[config.mk]
export PLATFORM = sky130hd
export DESIGN_NAME = pdm_mic_capture
export DESIGN_NICKNAME = d
export VERILOG_FILES = /design/src/rtl/pdm_pkg.sv /design/src/rtl/pdm_clk_gen.sv /design/src/rtl/pdm_mic_capture.sv
export SDC_FILE = /design/constraint.sdc
export NUM_CORES = 1
export LEC_CHECK = 0
export BUFFER_PORTS_ARGS = -buffer_cell sky130_fd_sc_hd__clkbuf_2
export CORE_AREA = 2 2 84 86
export CTS_BUF_LIST = sky130_fd_sc_hd__clkbuf_4 sky130_fd_sc_hd__clkbuf_8
export DETAILED_ROUTE_END_ITERATION = 8
export DIE_AREA = 0 0 86 88
export PLACE_DENSITY = 0.71
export SLEW_MARGIN = 10
export SYNTH_ARGS = -nofsm -noshare
export SYNTH_HDL_FRONTEND = slang
export SYNTH_SLANG_ARGS = --single-unit
[constraint.sdc]
create_clock -name clock -period 4.65 [get_ports clock]
set_input_delay 0.2325 -clock clock [delete_from_list [all_inputs] [get_ports clock]]
set_output_delay 0.2325 -clock clock [all_outputs]
set_load 0.005 [all_outputs]
[src/rtl/pdm_pkg.sv]
// Shared constants for the PDM microphone capture path.
package pdm_pkg;

  localparam logic [1:0] MODE_LEFT   = 2'b00;
  localparam logic [1:0] MODE_RIGHT  = 2'b01;
  localparam logic [1:0] MODE_STEREO = 2'b10;

  // Width of the system-clock divider counter for a given half-period.
  function automatic int div_cnt_w(input int clk_div);
    return (clk_div < 2) ? 1 : $clog2(clk_div);
  endfunction

endpackage

[src/rtl/pdm_clk_gen.sv]
// PDM clock divider: toggles clock_pdm every CLK_DIV system clocks and
// flags the terminal-count cycle of each phase as a capture strobe.
module pdm_clk_gen
  import pdm_pkg::*;
#(
  parameter int CLK_DIV = 16
) (
  input  logic clock,
  input  logic reset,
  input  logic enable,
  output logic clock_pdm,
  output logic rise_stb,
  output logic fall_stb
);

  localparam int CW = div_cnt_w(CLK_DIV);
  localparam logic [CW-1:0] TC = CW'(CLK_DIV - 1);

  logic [CW-1:0] cnt;
  logic          tc;

  assign tc       = enable && (cnt == TC);
  // Strobes name the edge clock_pdm is about to take at this cycle's end.
  assign rise_stb = tc & ~clock_pdm;
  assign fall_stb = tc & clock_pdm;

  always_ff @(posedge clock or negedge reset) begin
    if (!reset) begin
      cnt       <= '0;
      clock_pdm <= 1'b0;
    end else if (!enable) begin
      cnt       <= '0;
      clock_pdm <= 1'b0;
    end else if (tc) begin
      cnt       <= '0;
      clock_pdm <= ~clock_pdm;
    end else begin
      cnt <= cnt + CW'(1);
    end
  end

endmodule

[src/rtl/pdm_mic_capture.sv]
// PDM mic front end: samples L/R mics on opposite clock phases, packs
// WORD_W bits per channel MSB first, and holds words for a valid/ready sink.
module pdm_mic_capture
  import pdm_pkg::*;
#(
  parameter int CLK_DIV = 16,
  parameter int WORD_W  = 16
) (
  input  logic              clock,
  input  logic              reset,
  input  logic              enable,
  input  logic [1:0]        mode,
  input  logic              mic_in_pdm,
  output logic              clock_pdm,
  output logic              sel_LR,
  output logic [WORD_W-1:0] out_left,
  output logic [WORD_W-1:0] out_right,
  output logic              out_valid,
  input  logic              out_ready,
  output logic              overflow,
  input  logic              clear_ovf
);

  localparam int BCW = (WORD_W < 2) ? 1 : $clog2(WORD_W);

  logic                   rise_stb, fall_stb;
  logic                   start;
  logic [1:0]             mode_q;
  logic [1:0]             ch_en, cap;
  logic [1:0][WORD_W-1:0] sr, sr_nxt;
  logic [BCW-1:0]         bit_cnt;
  logic                   cnt_ev, done, load, drop;

  pdm_clk_gen #(.CLK_DIV(CLK_DIV)) u_clk_gen (
    .clock     (clock),
    .reset     (reset),
    .enable    (enable),
    .clock_pdm (clock_pdm),
    .rise_stb  (rise_stb),
    .fall_stb  (fall_stb)
  );

  // Channel 0 = left (end of high phase), channel 1 = right (end of low phase).
  assign ch_en[0] = (mode_q != MODE_RIGHT);
  assign ch_en[1] = (mode_q != MODE_LEFT);
  assign cap[0]   = fall_stb & ch_en[0];
  assign cap[1]   = rise_stb & ~start & ch_en[1];

  always_comb begin
    sr_nxt = sr;
    for (int ch = 0; ch < 2; ch++)
      if (cap[ch]) sr_nxt[ch] = {sr[ch][WORD_W-2:0], mic_in_pdm};
  end

  // Right channel captures last in each L/R pair, so it paces stereo words.
  assign cnt_ev = ch_en[1] ? cap[1] : cap[0];
  assign done   = cnt_ev && (bit_cnt == BCW'(WORD_W - 1));
  assign load   = done && (!out_valid || out_ready);
  assign drop   = done && out_valid && !out_ready;

  always_ff @(posedge clock or negedge reset) begin
    if (!reset) begin
      mode_q  <= MODE_LEFT;
      sel_LR  <= 1'b0;
      start   <= 1'b1;
      bit_cnt <= '0;
      sr      <= '0;
    end else begin
      sel_LR <= (mode_q == MODE_RIGHT);
      if (!enable) begin
        mode_q  <= (mode == MODE_RIGHT || mode == MODE_STEREO) ? mode : MODE_LEFT;
        start   <= 1'b1;
        bit_cnt <= '0;
        sr      <= '0;
      end else begin
        sr <= sr_nxt;
        if (rise_stb) start <= 1'b0;
        if (done)        bit_cnt <= '0;
        else if (cnt_ev) bit_cnt <= bit_cnt + BCW'(1);
      end
    end
  end

  always_ff @(posedge clock or negedge reset) begin
    if (!reset) begin
      out_left  <= '0;
      out_right <= '0;
      out_valid <= 1'b0;
      overflow  <= 1'b0;
    end else begin
      if (load) begin
        out_left  <= ch_en[0] ? sr_nxt[0] : '0;
        out_right <= ch_en[1] ? sr_nxt[1] : '0;
        out_valid <= 1'b1;
      end else if (out_valid && out_ready) begin
        out_valid <= 1'b0;
      end
      if (drop)           overflow <= 1'b1;
      else if (clear_ovf) overflow <= 1'b0;
    end
  end

endmodule

After elaboration in Yosys (flattened, before gate mapping)

Index checks and enable logic that the tools add are counted.
W data, S select, Z words.

Register bits after elaboration: 79
Output and inout port bits: 36
Word-level logic and storage cells: 63

Add/subtract/negate cells: 2
Equal/unequal tests: 9
Reduce and logical (&&, ||, !) cells: 13
Bitwise gates (word level): 7
Multiplexer cells: 20

Operator list:

| operator              | count |
|---|---|
| $mux W16              | 4 |
| $mux W32              | 1 |
| $mux W4               | 5 |
| $mux W1               | 9 |
| $add A4 B1 Y4 const B | 2 |
| $eq A4 B4 Y1 const B  | 2 |
| $logic_and A1 B1 Y1   | 6 |
| $ne A2 B1 Y1 const B  | 3 |
| $reduce_bool A2 Y1    | 3 |
| $and A1 B1 Y1         | 5 |
| $eq A2 B1 Y1 const B  | 2 |
| $ne A3 B1 Y1 const B  | 1 |
| $eq A2 B2 Y1 const B  | 1 |
| $logic_not A1 Y1      | 2 |
| $logic_or A1 B1 Y1    | 2 |
| $mux W2               | 1 |
| $not A1 Y1            | 2 |

Longest topological paths before layout

Depth after elaboration: 10
Mapped depth: 8

Cells and area by module

A second synthesis with hierarchy kept.

Cell total of the unflattened synthesis: 347
Area total of the unflattened synthesis: 3568.4 um^2

Modules (own cells, without submodules):

| module          | area each (um^2) | sequential area each (um^2) | cells an instance | times used |
|---|---|---|---|---|
| pdm_mic_capture | 3330.7           | 1828.0                      | 326               | 1 |
| pdm_clk_gen     | 237.7            | 125.1                       | 21                | 1 |

Least setup slack after synthesis

OpenSTA, ideal clock, no wires.

Kind: register -> register
Start: reg u_clk_gen.cnt[0]
End: reg out_left[10]
Period minus slack after synthesis: 1.830 ns
Arrival time: 1.705 ns
Slack: 2.820 ns
Cell stages (with the launch flop): 8
Buffers on the path: 2
Path through: dfrtp_1 > ha_1 > and4_4 > buf_6 > nand2_2 > a21boi_4 > buf_8 > mux2_4

Cells in the longest elaborated chain, start to end: 8
Elaborated cells between the ends (all ways): 12
Classes of those cells: eq/ne: 1; mux: 3; bitwise: 5; reduce/logical: 3

RTL lines:

| element                     | RTL line              | source |
|---|---|---|
| start: declaration          | pdm_clk_gen.sv:19     | `logic [CW-1:0] cnt;` |
| start signal: assignment    | pdm_clk_gen.sv:38     | `cnt <= cnt + CW'(1);` |
| $eq A4 B4 Y1 (*)            | pdm_clk_gen.sv:22     | `assign tc = enable && (cnt == TC);` |
| $logic_and A1 B1 Y1 (*)     | pdm_clk_gen.sv:22     |  |
| $and A1 B1 Y1               | pdm_clk_gen.sv:24     | `assign rise_stb = tc & ~clock_pdm;` |
| $and A1 B1 Y1 (2 in series) | pdm_mic_capture.sv:47 | `assign cap[1] = rise_stb & ~start & ch_en[1];` |
| $mux W1                     | pdm_mic_capture.sv:56 | `assign cnt_ev = ch_en[1] ? cap[1] : cap[0];` |
| $logic_and A1 B1 Y1         | pdm_mic_capture.sv:57 | `assign done = cnt_ev && (bit_cnt == BCW'(WORD_W - 1));` |
| $logic_and A1 B1 Y1         | pdm_mic_capture.sv:58 | `assign load = done && (!out_valid \|\| out_ready);` |
| end signal: assignment      | pdm_mic_capture.sv:92 | `out_left <= ch_en[0] ? sr_nxt[0] : '0;` |
| end: declaration            | pdm_mic_capture.sv:16 | `output logic [WORD_W-1:0] out_left,` |

Every way passes the cells marked *; elsewhere a longest branch is shown, timed or not.
A chain may end at the register's enable or synchronous reset.

Worst setup path in the final report

Start: reg mode_q[1]
End: reg out_left[2]

Cells in the longest elaborated chain, start to end: 5
Elaborated cells between the ends (all ways): 9
Classes of those cells: eq/ne: 1; mux: 3; bitwise: 2; reduce/logical: 3

RTL lines:

| element                                                   | RTL line                                     | source |
|---|---|---|
| start: declaration                                        | pdm_mic_capture.sv:28                        | `logic [1:0] mode_q;` |
| start signal: assignment                                  | pdm_mic_capture.sv:71                        | `mode_q <= (mode == MODE_RIGHT \|\| mode == MODE_STEREO) ? mode : MODE_LEFT;` |
| $ne A2 B1 Y1 / $reduce_bool A2 Y1 (equally long branches) | pdm_mic_capture.sv:44, pdm_mic_capture.sv:45 |  |
| $and A1 B1 Y1 (on tied branches)                          | pdm_mic_capture.sv:46, pdm_mic_capture.sv:47 |  |
| $mux W1                                                   | pdm_mic_capture.sv:56                        |  |
| $logic_and A1 B1 Y1                                       | pdm_mic_capture.sv:57                        |  |
| $logic_and A1 B1 Y1                                       | pdm_mic_capture.sv:58                        |  |

Parallel ways exist; a longest one is shown, timed or not.

==> results.toml <==
[sta]
slew_headroom_pct = 23.3
slew_violations = 0
finalSetupViolCount = 0
clock.fmax_ghz = 0.296
finalCriticalPeriod_ps = 3380
rsz0062_at_grt = "false"
setup_ws_ps = 1270
finalCritPeriodShare_pct = 72.8
worst_slew_pin_slew_ps = 1150
hold_viol_final = 0
finalSetupTns_ps = 0
skew_ps = 8.05

[critical_path]
worstRegToRegCells = 4
r2r_setup_slack_ps = 1270
crit_slowest_cell = "a21boi_4"
cp_slowest_stage_delay_ps = 1060
worstPathMaxFanout = 32
cp_cell_sequence = "or2_0 -> nand3_2 -> a21boi_4 -> mux2_2"
start_kind = "flop"
r2r_end = "out_left[2]"
path_class = "flop to flop"
critPathCaptureType = "flop"
required_ps = 4890
cp_data_arrival_time_ps = 3620
r2r-start = "mode_q[1]"

[pwr]
leakagePower_nw = 1.80
irDropWorstVdd_mv = 0.228
power.density_nw_per_um2 = 317

[placement]
dp_slack_ps = 1270
routabilityCongestion = 0.752
port_buffers = 43
placedInstanceArea_um2 = 3730
dp_hpwl_um = 4280

[synthesis]
synth_top_flop_cell = "dfrtp_1"
ys_ff_latch = 78
ys_types = 44
syn_area_per_cell_um2 = 10.1
yosysTopAreaCell = "dfrtp_1"
synth_area_um2 = 3600
synth_cells = 356
synth_edf_count = 0
async_flop_share_pct = 100
yosysWarnings = 0
synth_area_leaders = "dfrtp_1 54%, nand2_1 8.6%, mux2_4 5.4%, a21oi_1 5.0%, o2bb2ai_1 3.7%"
synth_top_area_share_pct = 53.6
ys_seq_area_share_pct = 54.3
syn-num-nets = 366

[clock_tree]
cts_setup_buffers = 0
cts_resized = 0
cts_hold_buf = 0
cts_root_buf = "clkbuf_8"
clkLatencyLatePin_ps = 350
cts_max_level = 3
tritoncts = "yes"
clock_path_buffers = 2
cts_sinks = 78
numCtsBuffers = 9
clkTransAtPathRegs_ps = 80

[grt]
grt_remaining_overflow = 0
grt_pass1_vias = 2434
grt_max_degree = 79
antenna_found_initial = 0
track_usage_pct = 19.4
grt_pass1_wl_um = 11500

[drt]
drc = 0
first_pass_iters = 4
drt-wirelength-per-cell_um = 14.7
viasPerCell = 5.59
routed_wl_um = 6870
num_vias = 2615
drt_iter0_drc = 192
ant_nets = 0

[die]
num_rows = 30
ios = 44
die-area_um2 = 7570
die_x_um = 86
initial_core_util_pct = 54.1
fp.coreArea_um2 = 6640
die_h_um = 88

[layout]
nFillCells = 583
design_area_um2 = 3940
layout_commonest_cell = "nand2_1"
multi_input_area_um2 = 1380
diodes = 0
drive_gt1_share_pct = 21.6
area_growth_syn_to_layout_pct = 9.57
nets = 393
seq_area_um2 = 1950
mostFrequentLayoutCells = "82 x nand2_1, 77 x dfrtp_1, 42 x clkbuf_2, 36 x a21oi_1, 21 x inv_1"

[job]
maxCapViolations = 0

[status]
status = "finished clean"

[min_path]
hold_path.class = "primary input to asynchronous set/reset pin"
sequential cells by signal (all words and copies together) (netlist names), 2 cells and up:
name	flops
sr	31
out_left	16
out_right	16
bit_cnt	4
u_clk_gen.cnt	4
mode_q	2
through the flow:
step | power [W] | instances | util (%) | hold WS (ps)
global route | 0.00130 | 468 | 59.3 | 36.1
CTS | 0.00126 | 468 | 59.3 | 46.8
detailed placement | 0.000740 | 452 | 56.2 | 422
finish | 0.00125 | 468 | 59.3 | 32.3
floorplan | 0.000719 | 356 | - | -63.1
global placement | 0.000739 | 452 | 56.2 | 419
cell usage after synthesis, types with 2 or more instances:
cell / number
ha_1: 2
a21oi_1: 36
mux2_2: 2
o21ai_0: 17
nor2_1: 6
buf_4: 3
dfrtp_1: 77
nand3_1: 7
o21ai_1: 4
clkbuf_1: 10
nand2b_1: 2
inv_1: 21
and2_1: 2
buf_6: 7
mux2_4: 13
nand2_1: 82
and3_1: 2
buf_2: 6
o2bb2ai_1: 15
mux2i_1: 2
nand4_1: 17
how the worst max path moves through the flow:
stage	from	end	slack [ps]	depth (start not counted)
final	mode_q[1]	out_left[2]	1270	4
after CTS	mode_q[1]	out_left[1]	1280	4
after floorplan	u_clk_gen.cnt[0]	out_left[10]	2820	7
after detailed placement	mode_q[1]	out_left[1]	1270	4
after global routing	mode_q[1]	out_left[2]	1000	4
after global placement	mode_q[0]	out_left[1]	1430	4
logic make-up (layout without fill, tap and decap cells):
family	after synthesis	in the layout	synth area share [%]
flip-flops	78	78	54.3
buffers and inverters	49	81	7.45
adder cells (fa/ha/maj)	2	2	0.696
AO/OA/AOI/OAI	81	81	14.0
XOR/XNOR	2	2	0.487
multiplexers	17	17	6.61
AND/OR/NAND/NOR	127	127	16.5
worst max-delay path, delay by kind of cell (launching register included):
kind | cells | cell delay [ps]
AOI/OAI and AO/OA | 1 | 1060
DFF | 1 | 390
and+or+nand+nor | 2 | 1400
muxes | 1 | 420
report_power, final:
part | total, W | internal (W) | switching, W
Combinational | 0.0000393 | 0.00000728 | 0.0000320
Sequential | 0.000686 | 0.000682 | 0.00000376
Clock | 0.000525 | 0.000277 | 0.000248
final cells by class:
class	count	area share (%)
flip-flops and latches	78	49.6
multi-input cells	229	34.9
repair buffers	44	5.72
clock buffers	11	3.84
well taps	80	2.54
inverters	21	2.00
clock inverters	5	1.43
layer usage:
metal / vias to the layer above / wire, µm / track usage [%]
met5: - / 0 / 0
met4: 0 / 139 / 9.81
met3: 13 / 288 / 3.30
met2: 67 / 3260 / 29.4
met1: 1279 / 3180 / 27.1
li1: 1256 / - / -
(Power assumes the default switching activity.)
